--- config.mk ---
export PLATFORM = sky130hd
export DESIGN_NAME = pc_sequencer_flat
export DESIGN_NICKNAME = d
export VERILOG_FILES = /design/src/rtl/mips_pkg.sv /design/src/rtl/pc_sequencer_if.sv /design/src/rtl/pc_target_calc.sv /design/src/rtl/pc_sequencer.sv /design/src/flat_wrapper.sv
export SDC_FILE = /design/constraint.sdc
export NUM_CORES = 1
export LEC_CHECK = 0
export CORE_AREA = 2 2 141 143
export CTS_CLUSTER_DIAMETER = 120
export DETAILED_ROUTE_END_ITERATION = 10
export DIE_AREA = 0 0 143 145
export GPL_TIMING_DRIVEN = 0
export MAX_ROUTING_LAYER = met4
export PLACE_DENSITY = 0.57
export SYNTH_ARGS = -nofsm -noshare
export SYNTH_HDL_FRONTEND = slang
export SYNTH_SLANG_ARGS = --single-unit
--- constraint.sdc ---
create_clock -name clk -period 7.4 [get_ports clk]
set_input_delay 1.48 -clock clk [delete_from_list [all_inputs] [get_ports clk]]
set_output_delay 1.48 -clock clk [all_outputs]
set_load 0.1 [all_outputs]
--- src/rtl/mips_pkg.sv ---
// Shared definitions for the MIPS core control blocks: sequencer state
// encoding and the default boot/exception vectors.
package mips_pkg;

   typedef enum logic [1:0] {
      ST_BOOT = 2'd0,
      ST_RUN  = 2'd1,
      ST_HALT = 2'd2,
      ST_TRAP = 2'd3
   } seq_state_t;

   localparam logic [31:0] RESET_VECTOR_DEF = 32'h0000_0000;
   localparam logic [31:0] EXC_VECTOR_DEF   = 32'h8000_0180;

endpackage

--- src/rtl/pc_sequencer_if.sv ---
// Bundle between the control unit / PC register and the next-PC sequencer.
interface pc_sequencer_if #(parameter int N = 32);

   logic [N-1:0] pc;
   logic         stall;
   logic         branch;
   logic         zero;
   logic [N-1:0] imm_ext;
   logic         jump;
   logic [25:0]  jump_index;
   logic         jr;
   logic [N-1:0] jr_target;
   logic         exc_req;
   logic         eret;
   logic         halt;
   logic         resume;
   logic [N-1:0] pc_bar;
   logic [N-1:0] epc;
   logic         fetch_valid;
   logic         in_handler;

   modport master (
      output pc, stall, branch, zero, imm_ext, jump, jump_index,
             jr, jr_target, exc_req, eret, halt, resume,
      input  pc_bar, epc, fetch_valid, in_handler
   );

   modport slave (
      input  pc, stall, branch, zero, imm_ext, jump, jump_index,
             jr, jr_target, exc_req, eret, halt, resume,
      output pc_bar, epc, fetch_valid, in_handler
   );

endinterface

--- src/rtl/pc_target_calc.sv ---
// Combinational candidate next-PC values: sequential, branch and jump targets.
module pc_target_calc #(
   parameter int N = 32
) (
   input  logic [N-1:0] pc,
   input  logic [N-1:0] imm_ext,
   input  logic [25:0]  jump_index,
   output logic [N-1:0] pc_plus4,
   output logic [N-1:0] br_tgt,
   output logic [N-1:0] j_tgt
);

   always_comb begin
      pc_plus4 = pc + N'(4);
      br_tgt   = pc_plus4 + (imm_ext << 2);
      // jump field concatenation only makes sense for a 32-bit address
      j_tgt    = {pc_plus4[31:28], jump_index, 2'b00};
   end

endmodule

--- src/rtl/pc_sequencer.sv ---
// Next-PC sequencer: boot, sequential fetch, redirects, stall, halt and
// exception entry/return. Owns the EPC register.
//
//   state   | meaning
//   --------+-----------------------------------------------------------
//   ST_BOOT | first cycle after reset, presents RESET_VECTOR, no fetch
//   ST_RUN  | normal execution, priority mux selects next PC
//   ST_HALT | PC held, no fetch, waits for resume pulse
//   ST_TRAP | one-cycle bubble after exception entry
module pc_sequencer
   import mips_pkg::*;
#(
   parameter int           N            = 32,
   parameter logic [N-1:0] RESET_VECTOR = RESET_VECTOR_DEF,
   parameter logic [N-1:0] EXC_VECTOR   = EXC_VECTOR_DEF
) (
   input  logic           clk,
   input  logic           reset,
   pc_sequencer_if.slave  bus
);

   seq_state_t   state_q, state_d;
   logic [N-1:0] epc_q, epc_d;
   logic         in_handler_q, in_handler_d;

   logic [N-1:0] pc_plus4;
   logic [N-1:0] br_tgt;
   logic [N-1:0] j_tgt;
   logic [N-1:0] pc_bar_c;
   logic         fetch_valid_c;

   pc_target_calc #(.N(N)) u_target_calc (
      .pc         (bus.pc),
      .imm_ext    (bus.imm_ext),
      .jump_index (bus.jump_index),
      .pc_plus4   (pc_plus4),
      .br_tgt     (br_tgt),
      .j_tgt      (j_tgt)
   );

   always_ff @(posedge clk or posedge reset) begin
      if (reset) begin
         state_q      <= ST_BOOT;
         epc_q        <= '0;
         in_handler_q <= 1'b0;
      end else begin
         state_q      <= state_d;
         epc_q        <= epc_d;
         in_handler_q <= in_handler_d;
      end
   end

   always_comb begin
      state_d       = state_q;
      epc_d         = epc_q;
      in_handler_d  = in_handler_q;
      pc_bar_c      = bus.pc;
      fetch_valid_c = 1'b0;

      case (state_q)
         ST_BOOT: begin
            pc_bar_c = RESET_VECTOR;
            state_d  = ST_RUN;
         end
         ST_RUN: begin
            fetch_valid_c = 1'b1;
            // exception outranks stall so a trap is never lost to a hold
            if (bus.exc_req) begin
               pc_bar_c     = EXC_VECTOR;
               epc_d        = bus.pc;
               in_handler_d = 1'b1;
               state_d      = ST_TRAP;
            end else if (bus.stall) begin
               pc_bar_c = bus.pc;
            end else if (bus.eret) begin
               pc_bar_c     = epc_q;
               in_handler_d = 1'b0;
            end else if (bus.halt) begin
               pc_bar_c = bus.pc;
               state_d  = ST_HALT;
            end else if (bus.jr) begin
               pc_bar_c = bus.jr_target;
            end else if (bus.jump) begin
               pc_bar_c = j_tgt;
            end else if (bus.branch && bus.zero) begin
               pc_bar_c = br_tgt;
            end else begin
               pc_bar_c = pc_plus4;
            end
         end
         ST_TRAP: begin
            state_d = ST_RUN;
         end
         ST_HALT: begin
            if (bus.resume) begin
               pc_bar_c = pc_plus4;
               state_d  = ST_RUN;
            end
         end
         default: begin
            state_d = ST_BOOT;
         end
      endcase
   end

   assign bus.pc_bar      = pc_bar_c;
   assign bus.epc         = epc_q;
   assign bus.fetch_valid = fetch_valid_c;
   assign bus.in_handler  = in_handler_q;

endmodule
--- src/flat_wrapper.sv ---
// flat-port wrapper written by rule: the top's interface ports become plain ports
module pc_sequencer_flat import mips_pkg::*;
#(
   parameter int           N            = 32,
   parameter logic [N-1:0] RESET_VECTOR = RESET_VECTOR_DEF,
   parameter logic [N-1:0] EXC_VECTOR   = EXC_VECTOR_DEF
)
  (clk, reset, bus_pc, bus_stall, bus_branch, bus_zero, bus_imm_ext, bus_jump, bus_jump_index, bus_jr, bus_jr_target, bus_exc_req, bus_eret, bus_halt, bus_resume, bus_pc_bar, bus_epc, bus_fetch_valid, bus_in_handler);
  pc_sequencer_if #(.N(N)) bus_i ();
  input  logic clk;
  input  logic reset;
  input wire logic [$bits(bus_i.pc)-1:0] bus_pc;
  input wire logic [$bits(bus_i.stall)-1:0] bus_stall;
  input wire logic [$bits(bus_i.branch)-1:0] bus_branch;
  input wire logic [$bits(bus_i.zero)-1:0] bus_zero;
  input wire logic [$bits(bus_i.imm_ext)-1:0] bus_imm_ext;
  input wire logic [$bits(bus_i.jump)-1:0] bus_jump;
  input wire logic [$bits(bus_i.jump_index)-1:0] bus_jump_index;
  input wire logic [$bits(bus_i.jr)-1:0] bus_jr;
  input wire logic [$bits(bus_i.jr_target)-1:0] bus_jr_target;
  input wire logic [$bits(bus_i.exc_req)-1:0] bus_exc_req;
  input wire logic [$bits(bus_i.eret)-1:0] bus_eret;
  input wire logic [$bits(bus_i.halt)-1:0] bus_halt;
  input wire logic [$bits(bus_i.resume)-1:0] bus_resume;
  output wire logic [$bits(bus_i.pc_bar)-1:0] bus_pc_bar;
  output wire logic [$bits(bus_i.epc)-1:0] bus_epc;
  output wire logic [$bits(bus_i.fetch_valid)-1:0] bus_fetch_valid;
  output wire logic [$bits(bus_i.in_handler)-1:0] bus_in_handler;
  assign bus_i.pc = bus_pc;
  assign bus_i.stall = bus_stall;
  assign bus_i.branch = bus_branch;
  assign bus_i.zero = bus_zero;
  assign bus_i.imm_ext = bus_imm_ext;
  assign bus_i.jump = bus_jump;
  assign bus_i.jump_index = bus_jump_index;
  assign bus_i.jr = bus_jr;
  assign bus_i.jr_target = bus_jr_target;
  assign bus_i.exc_req = bus_exc_req;
  assign bus_i.eret = bus_eret;
  assign bus_i.halt = bus_halt;
  assign bus_i.resume = bus_resume;
  assign bus_pc_bar = bus_i.pc_bar;
  assign bus_epc = bus_i.epc;
  assign bus_fetch_valid = bus_i.fetch_valid;
  assign bus_in_handler = bus_i.in_handler;
  pc_sequencer #(.N(N), .RESET_VECTOR(RESET_VECTOR), .EXC_VECTOR(EXC_VECTOR)) u_core (.clk(clk), .reset(reset), .bus(bus_i));
endmodule
; Word-level counts from Yosys, hierarchy flattened
; Cells that the tools add are included.
[totals]
ff_bits = 35
input_bits = 133
output_inout_bits = 66
word_cells = 39
[classes]
n_addsub = 2
n_eq_ne = 8
muxes = 19
reduce_logical = 7
[op_table]
columns = cell, n
row1 = $mux W32, 8
row2 = $pmux W32 S3, 1
row3 = $add A32 B3 Y32 const B, 1
row4 = $add A32 B32 Y32, 1
row5 = $mux W2, 5
row6 = $ne A3 B3 Y1 const B, 3
row7 = $pmux W2 S3, 1
row8 = $eq A2 B2 Y1 const B, 2
row9 = $mux W1, 4
row10 = $reduce_and A4 Y1, 1
row11 = $reduce_and A3 Y1, 1
row12 = $eq A2 B1 Y1 const B, 1
row13 = $logic_not A2 Y1, 1
row14 = $ne A2 B1 Y1 const B, 1
row15 = $ne A2 B2 Y1 const B, 1
row16 = $reduce_and A2 Y1, 1
row17 = $reduce_bool A2 Y1, 1
row18 = $reduce_or A2 Y1, 1
row19 = $logic_and A1 B1 Y1, 1

; Depth between registers and ports, before layout
; Gate-level depths: netlist (run 1).
[logic_depth]
depth_word = 10
depth_mapped = 16
ltp_nobuf = 14

; Modules after synthesis
; Synthesis (run 1) repeated with hierarchy kept, for this count alone.
[unflattened]
cells_unflattened = 994
area_unflattened_um2 = 7541.0
[by_module_without_submodules]
columns = module, n_inst, cells_per_inst, area_each_um2, seq_area_each_um2
row1 = pc_sequencer, 1, 654, 5078.6, 875.8
row2 = pc_target_calc, 1, 340, 2462.4, 0.0

; Worst setup path after synthesis (run 1)
; No wires, ideal clock.
[synth_path]
path_type = in2out
from = input port bus_pc[5]
to = output port bus_pc_bar[31]
t_arrival_ns = 6.461
required_ns = 5.920
slack_ns = -0.541
stages = 15
n_path_buf = 1
cell_sequence = buf_2 -> nand3_1 -> nor3_2 -> and2_1 -> nand3_1 -> xnor2_1 -> ha_1 -> and3_2 -> a31oi_1 -> o21ai_1 -> nor4_1 -> nor4b_1 -> or3_1 -> nor4bb_1 -> nor3_1
[synth_between]
elab_chain_cells = 10
word_cells_on_any_way = 11
classes_between = add/sub (2) / mux (9)
[synth_rtl]
columns = element, line
row1 = start: declaration, flat_wrapper.sv:12  ; input wire logic [$bits(bus_i.pc)-1:0] bus_pc;
row2 = $add A32 B3 Y32 *, pc_target_calc.sv:14  ; pc_plus4 = pc + N'(4);
row3 = $add A32 B32 Y32, pc_target_calc.sv:15  ; br_tgt = pc_plus4 + (imm_ext << 2);
row4 = $mux W32, pc_sequencer.sv:85  ; end else if (bus.branch && bus.zero) begin
row5 = $mux W32, pc_sequencer.sv:83  ; end else if (bus.jump) begin
row6 = $mux W32, pc_sequencer.sv:81  ; end else if (bus.jr) begin
row7 = $mux W32, pc_sequencer.sv:78  ; end else if (bus.halt) begin
row8 = $mux W32, pc_sequencer.sv:75  ; end else if (bus.eret) begin
row9 = $mux W32, pc_sequencer.sv:73  ; end else if (bus.stall) begin
row10 = $mux W32, pc_sequencer.sv:68  ; if (bus.exc_req) begin
row11 = $pmux W32 S3 *, pc_sequencer.sv:60  ; case (state_q)
row12 = end: declaration, flat_wrapper.sv:25  ; output wire logic [$bits(bus_i.pc_bar)-1:0] bus_pc_bar;
; Mark *: on every way between the ends. The rest lies on a longest branch, timed or not.

; Worst setup path after layout (run 1)
[layout_path]
from = input port bus_pc[2]
to = output port bus_pc_bar[31]
; The elaborated chain is that of the path after synthesis.

==> results of run 1 <==
per-layer routing:
| layer | part of all wire | vias to the layer above | wire length, um |
|---|---|---|---|
| li1 | - | 3478 | - |
| met1 | 0.45 | 3584 | 13100 |
| met2 | 0.44 | 425 | 13000 |
| met3 | 0.090 | 44 | 2660 |
| met4 | 0.022 | 0 | 646 |
| met5 | 0 | - | 0 |
layout make-up:
class                      count  area share
clock inverter                 3     0.00238
buffer                        57      0.0377
tap                          265      0.0394
clock buffer                   5      0.0149
inverter                      20     0.00893
sequential                    35       0.104
timing repair buffer         183       0.211
multi-input combinational    707       0.581
kinds of logic after synthesis:
group                    count (synthesis)
AO/OA/AOI/OAI                          293
flip-flops                              35
XOR/XNOR                                60
multiplexers                            33
AND/OR/NAND/NOR                        282
buffers and inverters                   77
adder cells (fa/ha/maj)                 39
cell usage after synthesis (4+ instances only):
library cell,n,area share
o211ai_1,9,0.011
a221o_1,6,0.010
buf_2,11,0.0091
nand2b_1,12,0.012
nor2_1,66,0.041
a221oi_1,6,0.0087
mux2_2,29,0.054
nand3_1,27,0.022
a21boi_0,4,0.0050
a21oi_1,61,0.051
nand2_1,91,0.057
and2_1,11,0.011
xor2_1,19,0.028
and3_1,9,0.0093
a22o_1,4,0.0058
a31oi_1,8,0.0083
o221ai_1,14,0.020
o22ai_1,18,0.019
mux2i_1,4,0.0066
nor3_1,16,0.013
a21o_1,9,0.011
a32oi_1,4,0.0058
inv_1,18,0.011
clkbuf_8,8,0.018
a211oi_1,11,0.014
a22oi_1,13,0.016
o21a_1,8,0.010
xnor2_1,41,0.059
clkbuf_1,33,0.021
ha_1,38,0.079
or3_1,6,0.0062
dfrtp_1,35,0.15
nand4_1,17,0.018
o21ai_0,68,0.056
o31ai_1,7,0.0087
stage by stage:
step | power (mW) | cells | TNS [ps]
3_5_place_dp | 1.38 | 1260 | -21920
5_1_grt | 1.66 | 1275 | 0
4_1_cts | 1.59 | 1269 | -57.9
2_1_floorplan | 1.05 | 819 | 0
6_report | 1.60 | 1275 | 0
3_3_place_gp | 1.38 | 1259 | -22550
registers in the layout, summed over array words and instances (netlist names):
register               cells
u_core.bus.epc            32
u_core.bus.in_handler      1
u_core.state_q             2
placed cells by master, fill, tap and decap left out, types with 19 or more instances in the layout:
cell             Yosys  final
xor2_1              19     19
mux2_2              29     29
dfrtp_1             35     35
nand2_1             91     91
clkbuf_1            33     33
o21ai_0             68     63
nand3_1             27     26
clkdlybuf4s50_1      0    146
nor2_1              66     65
ha_1                38     34
a21oi_1             61     61
xnor2_1             41     36
final timing paths:
path | from | end | slack [ps]
max in group asynchronous | reset | u_core.bus.epc[4] | 5330
worst min register to register | u_core.bus.epc[11] | u_core.bus.epc[11] | 530
worst max-delay path | bus_pc[2] | bus_pc_bar[31] | 120
min in group asynchronous | reset | u_core.bus.epc[24] | 1540
worst max register to register | u_core.state_q[1] | u_core.bus.epc[4] | 4840
worst min-delay path | u_core.bus.epc[11] | u_core.bus.epc[11] | 530
worst max-delay path: stages:
cell and delay (ps):
clkdlybuf4s15_2 270, ha_2 240, nand4_1 220, nor2_4 250, buf_4 170, nand4_1 180
xnor2_2 280, ha_1 320, a21oi_1 350, o21ai_0 160, or4_1 420, nand4_1 120
nand3_1 90, or3_1 450, nor4bb_1 190, nor3_2 320, buf_6 270
report_power, final:
part | switching, mW | internal [mW] | leakage (nW)
sequential | 0.0389 | 0.229 | 0.409
combinational | 0.805 | 0.316 | 2.79
clock | 0.0871 | 0.124 | 0.0658
what timing repair did:
action / CTS / global route
setup buffers: 1 / 6
pin swaps: 3 / 4
gates resized for setup: 83 / 30
setup endpoints to repair: 25 / 23
hold buffers: 0 / 0
==> summary.md, run 1 <==
| Metric | Value |
|---|---|
| Outcome | finished, final reports clean |
| Setup WS post-layout | approximately 120 ps |
| Residual DRC | 0 |
| Core area | roughly 0.019 mm^2 |
| Path depth of the worst reg2reg path | 6 |
| Largest family of logic cells by synthesized area | compound AO/OA/AOI/OAI gates |
| Post-synthesis adder-cell area fraction | 0.0821 |
| Antenna cells | 0 |
| Worst min path class | reg -> reg |
| Post-Place Setup Slack | -1610 ps |
| Port bufs | approximately 180 |
| Clock Sinks | 35 |
| GR Util met2 | 0.419 |
| CP Launch Type | input port |
| Clock tree from TritonCTS | yes |
| DIE AREA | about 0.021 mm^2 |
| Filler instances | roughly 2000 |
| Met3 GRT Util | 0.0452 |
| CTS buffer count | 5 |
| Die X | 143 um |
| CTS Root Cell | clkbuf_16 |
| Static leakage | roughly 3.3 nW |
| Syn Inst Count | roughly 820 |
| Final core utilization | 0.438 |
| Hpwl dp | ~23000 um |
| Reg clk slew, reported paths | 60 ps |
| Synthesized area | 0.00604 mm^2 |
| All-Layer GR Usage | 0.282 |
| Worst Path Required | just under 6000 ps |
| Area after DPL | between 0.008 and 0.009 mm^2 |
| Area of the multi-input gates | 0.00489 mm^2 |
| Post-route ant nets | 0 |
| Global route overflow | 0 |
| Num rows | 51 |
| Slew at the pin with the worst max-slew slack | 991 ps |
| Vias in the first global route | approximately 7100 |
| Hold Path Cell Cnt | 2 |
| Layout cells sized above 1 | 0.122 |
| Post-synth ARST share | 1.00 |
| Initial DRC Count | a little under 800 |
| Die Ht | 145 um |
| Yosys cell types | a little under 90 |
| WL/cell | 23.1 um |
| Clk buf depth | 2 |
| IO Pins | about 200 |
| Total Wirelength | roughly 29000 um |
| Global-route wire length before repair | ~43000 um |
| Worst-skew pair later-pin latency | a little under 300 ps |
| Largest net degree at the start of global routing | 24 |
| Nets | about 1200 |
| Layout area overhead | 39.3% |
| # Max-Cap Violations | 0 |
| Slew Viols, Final | 0 |
| CP Max Fanout | 7 |
| Fmax | ~0.14 GHz |
| Clock period minus worst slack | slightly above 7000 ps |
| Syn Nets | between 900 and 1000 |
| Avg Cell Area, Syn | between 7 and 8 um^2 |
| RD Place Congestion | a little over 1 |
| Max transition margin | 0.338 |
| Max IR drop VDD | ~0.00016 V |
| GRT met1 Usage | 0.400 |
| Post-synthesis simple-gate area fraction | 0.226 |
| Crit path capture type | output port |
| Sequential fraction of the synthesis area | 0.145 |
| Yosys warns | 0 |
| Fin area | approximately 0.0084 mm^2 |
| Finish-stage setup viols | 0 |
| Via count | 7531 |
| RSZ-0062 raised after global routing | no |
| Power Density | 190 mW/mm^2 |
| Number of H-tree levels | 2 |
| Initial antenna violation count | 0 |
| Xor/xnor cell area share of the yosys netlist | 0.0871 |
| Detailed-router iteration count before antenna repair | 6 |
| Area occupied by registers | approximately 880 um^2 |
| Worst EP arrival | just under 6000 ps |
| Final period util | 0.983 |
| Critical path type | in -> out |
| Worst Clk Skew | roughly 2.2 ps |
| #FFs+latches synth | 35 |
| Vias per cell | between 5 and 6 |
| Compound-Gate Fraction of Synth Area | 0.334 |
| Grt peak-use layer | met2 |
| Number of flops mapped to enable cells by yosys | 0 |
| WHS | approximately 530 ps |
| Initial core utilization | 0.314 |
| Hold Fails Final Rpt | 0 |
| Top FF cell, synth | dfrtp_1 |
| Mux cell area share after synthesis | 0.0607 |
No activity file was read; power rests on OpenSTA's default activity.
==> run 2, diff against run 1 <==
--- a/config.mk
+++ b/config.mk
@@ -5,13 +5,13 @@
 export SDC_FILE = /design/constraint.sdc
 export NUM_CORES = 1
 export LEC_CHECK = 0
-export CORE_AREA = 2 2 141 143
+export CORE_AREA = 2 2 168 120
 export CTS_CLUSTER_DIAMETER = 120
 export DETAILED_ROUTE_END_ITERATION = 10
-export DIE_AREA = 0 0 143 145
+export DIE_AREA = 0 0 170 122
 export GPL_TIMING_DRIVEN = 0
 export MAX_ROUTING_LAYER = met4
-export PLACE_DENSITY = 0.57
+export PLACE_DENSITY = 0.58
 export SYNTH_ARGS = -nofsm -noshare
 export SYNTH_HDL_FRONTEND = slang
 export SYNTH_SLANG_ARGS = --single-unit
==> summary.md, run 2 (synthesized netlist as in run 1, its figures left out) <==
| Metric | Value |
|---|---|
| Die X | around 170 um |
| Slew Viols, Final | 0 |
| Max reg flops | 32 |
| Layout cells sized above 1 | 0.124 |
| CP Max Fanout | 10 |
| Initial antenna violation count | 0 |
| Slew at the pin with the worst max-slew slack | ~1000 ps |
| Crit path capture type | output port |
| Reg clk slew, reported paths | ~60 ps |
| Layout area overhead | 38.9% |
| Commonest non-fill, non-tap cell in the layout | clkdlybuf4s50_1 |
| Nets | 1178 |
| CTS Root Cell | clkbuf_16 |
| Die Ht | between 100 and 150 um |
| Power Density | slightly below 200 mW/mm^2 |
| Finish-stage setup viols | 0 |
| Critical path type | in -> out |
| Worst Clk Skew | ~3.9 ps |
| Outcome | finished, final reports clean |
| WL/cell | 24.3 um |
| CP Launch Type | input port |
| # Max-Cap Violations | 0 |
| RD Place Congestion | slightly below 1 |
| IO Pins | 199 |
| Initial DRC Count | 961 |
| Clock tree from TritonCTS | yes |
| Hold buffers post-CTS | 0 |
| Via count | between 7000 and 8000 |
| Hpwl dp | ~24000 um |
| Global-route wire length before repair | roughly 44000 um |
| RSZ-0062 raised after global routing | no |
| DIE AREA | 0.0207 mm^2 |
| Max transition margin | 0.327 |
| All-Layer GR Usage | 0.295 |
| Design Power | roughly 1.6 mW |
| Fmax | around 0.14 GHz |
| Worst-skew pair later-pin latency | 280 ps |
| Clock period minus worst slack | 7300 ps |
| Num rows | 43 |
| CTS buffer count | 5 |
| Clk buf depth | 2 |
| Path depth of the worst reg2reg path | 6 |
| Hold Fails Final Rpt | 0 |
| Global route overflow | 0 |
| Clock Sinks | 35 |
| Worst Path Required | 5920 ps |
| Number of H-tree levels | 2 |
| Total Wirelength | 30400 um |
| Max IR drop VDD | 0.000167 V |
| Largest net degree at the start of global routing | 36 |
| Detailed-router iteration count before antenna repair | 8 |
| Most frequent cells in the layout | 144 x clkdlybuf4s50_1, 91 x nand2_1, 65 x nor2_1 |
| Worst min path class | reg -> reg |
| Static leakage | 3.25 nW |
| Port bufs | between 150 and 200 |
| Antenna cells | 0 |
| Residual DRC | 0 |
| Final period util | 0.987 |
| Vias in the first global route | between 7000 and 8000 |
| Worst EP arrival | between 5000 and 6000 ps |
| Vias per cell | around 6.0 |
| Setup WS post-layout | roughly 97 ps |
| Hold Path Cell Cnt | 2 |
| Post-Place Setup Slack | -1600 ps |
| Post-route ant nets | 0 |
| Initial core utilization | 0.312 |
| Core area | roughly 0.019 mm^2 |
==> run 2: cell type report <==
class,instances,area [um^2]
Fill cell,2028,11000
Inverter,20,75.1
Clock buffer,6,129
Sequential cell,35,876
Buffer,57,317
Tap cell,247,309
Timing Repair Buffer,179,1750
Clock inverter,2,12.5
Multi-Input combinational cell,708,4920
==> run 2: layer usage <==
| metal | vias to the layer above | global-route usage | routed length, um | part of all wire |
|---|---|---|---|---|
| met3 | 27 | 0.0585 | 3590 | 0.12 |
| met1 | 3553 | 0.449 | 14500 | 0.48 |
| met5 | - | - | 0 | 0 |
| met2 | 483 | 0.405 | 12000 | 0.40 |
| li1 | 3471 | - | - | - |
| met4 | 0 | 0.0401 | 305 | 0.010 |
==> run 2: path summary, 6_finish.rpt <==
kind | end | slack (ps) | start
min in group asynchronous | u_core.bus.epc[24] | 1660 | reset
max in group asynchronous | u_core.bus.epc[2] | 5240 | reset
worst min register to register | u_core.bus.epc[31] | 520 | u_core.bus.epc[31]
worst max register to register | u_core.bus.epc[10] | 4870 | u_core.state_q[1]
worst max-delay path | bus_pc_bar[31] | 100 | bus_pc[19]
worst min-delay path | u_core.bus.epc[31] | 520 | u_core.bus.epc[31]
==> run 2: through the flow <==
stage / setup TNS [ps] / instance area [um^2] / utilization / instances / hold slack, ps
2_1_floorplan: 0 / 6060 / - / 819 / 620
3_3_place_gp: -24300 / 8120 / 0.419 / 1241 / 502
3_5_place_dp: -23770 / 8120 / 0.419 / 1241 / 502
4_1_cts: 0 / 8350 / 0.431 / 1253 / 520
5_1_grt: 0 / 8380 / 0.433 / 1254 / 553
6_report: 0 / 8380 / 0.433 / 1254 / 524
==> run 2: worst max-delay path: stages <==
cell and delay (ps):
clkdlybuf4s50_1 640, and4_1 300, and4_1 270, and3_1 160, buf_2 230, nand3_1 150, xnor2_2 270, ha_1 320
nand2_1 70, o21ai_0 160, or4_1 500, nand4_1 130, nand3_1 100, or3_1 380, nor4bb_1 160, nor3_2 230
buf_6 250
==> run 2: repair_timing <==
item | 4_1_cts | 5_1_grt
buffers inserted | 3 | 1
gates resized for setup | 114 | 20
pin swaps | 5 | 3
setup endpoints to repair | 25 | 20
gates cloned | 1 | 0
==> run 2: power breakdown <==
group / switching (mW) / internal (mW) / leakage [nW]
sequential: 0.0406 / 0.229 / 0.409
combinational: 0.813 / 0.318 / 2.77
clock: 0.0855 / 0.124 / 0.0669
total: 0.939 / 0.671 / 3.25
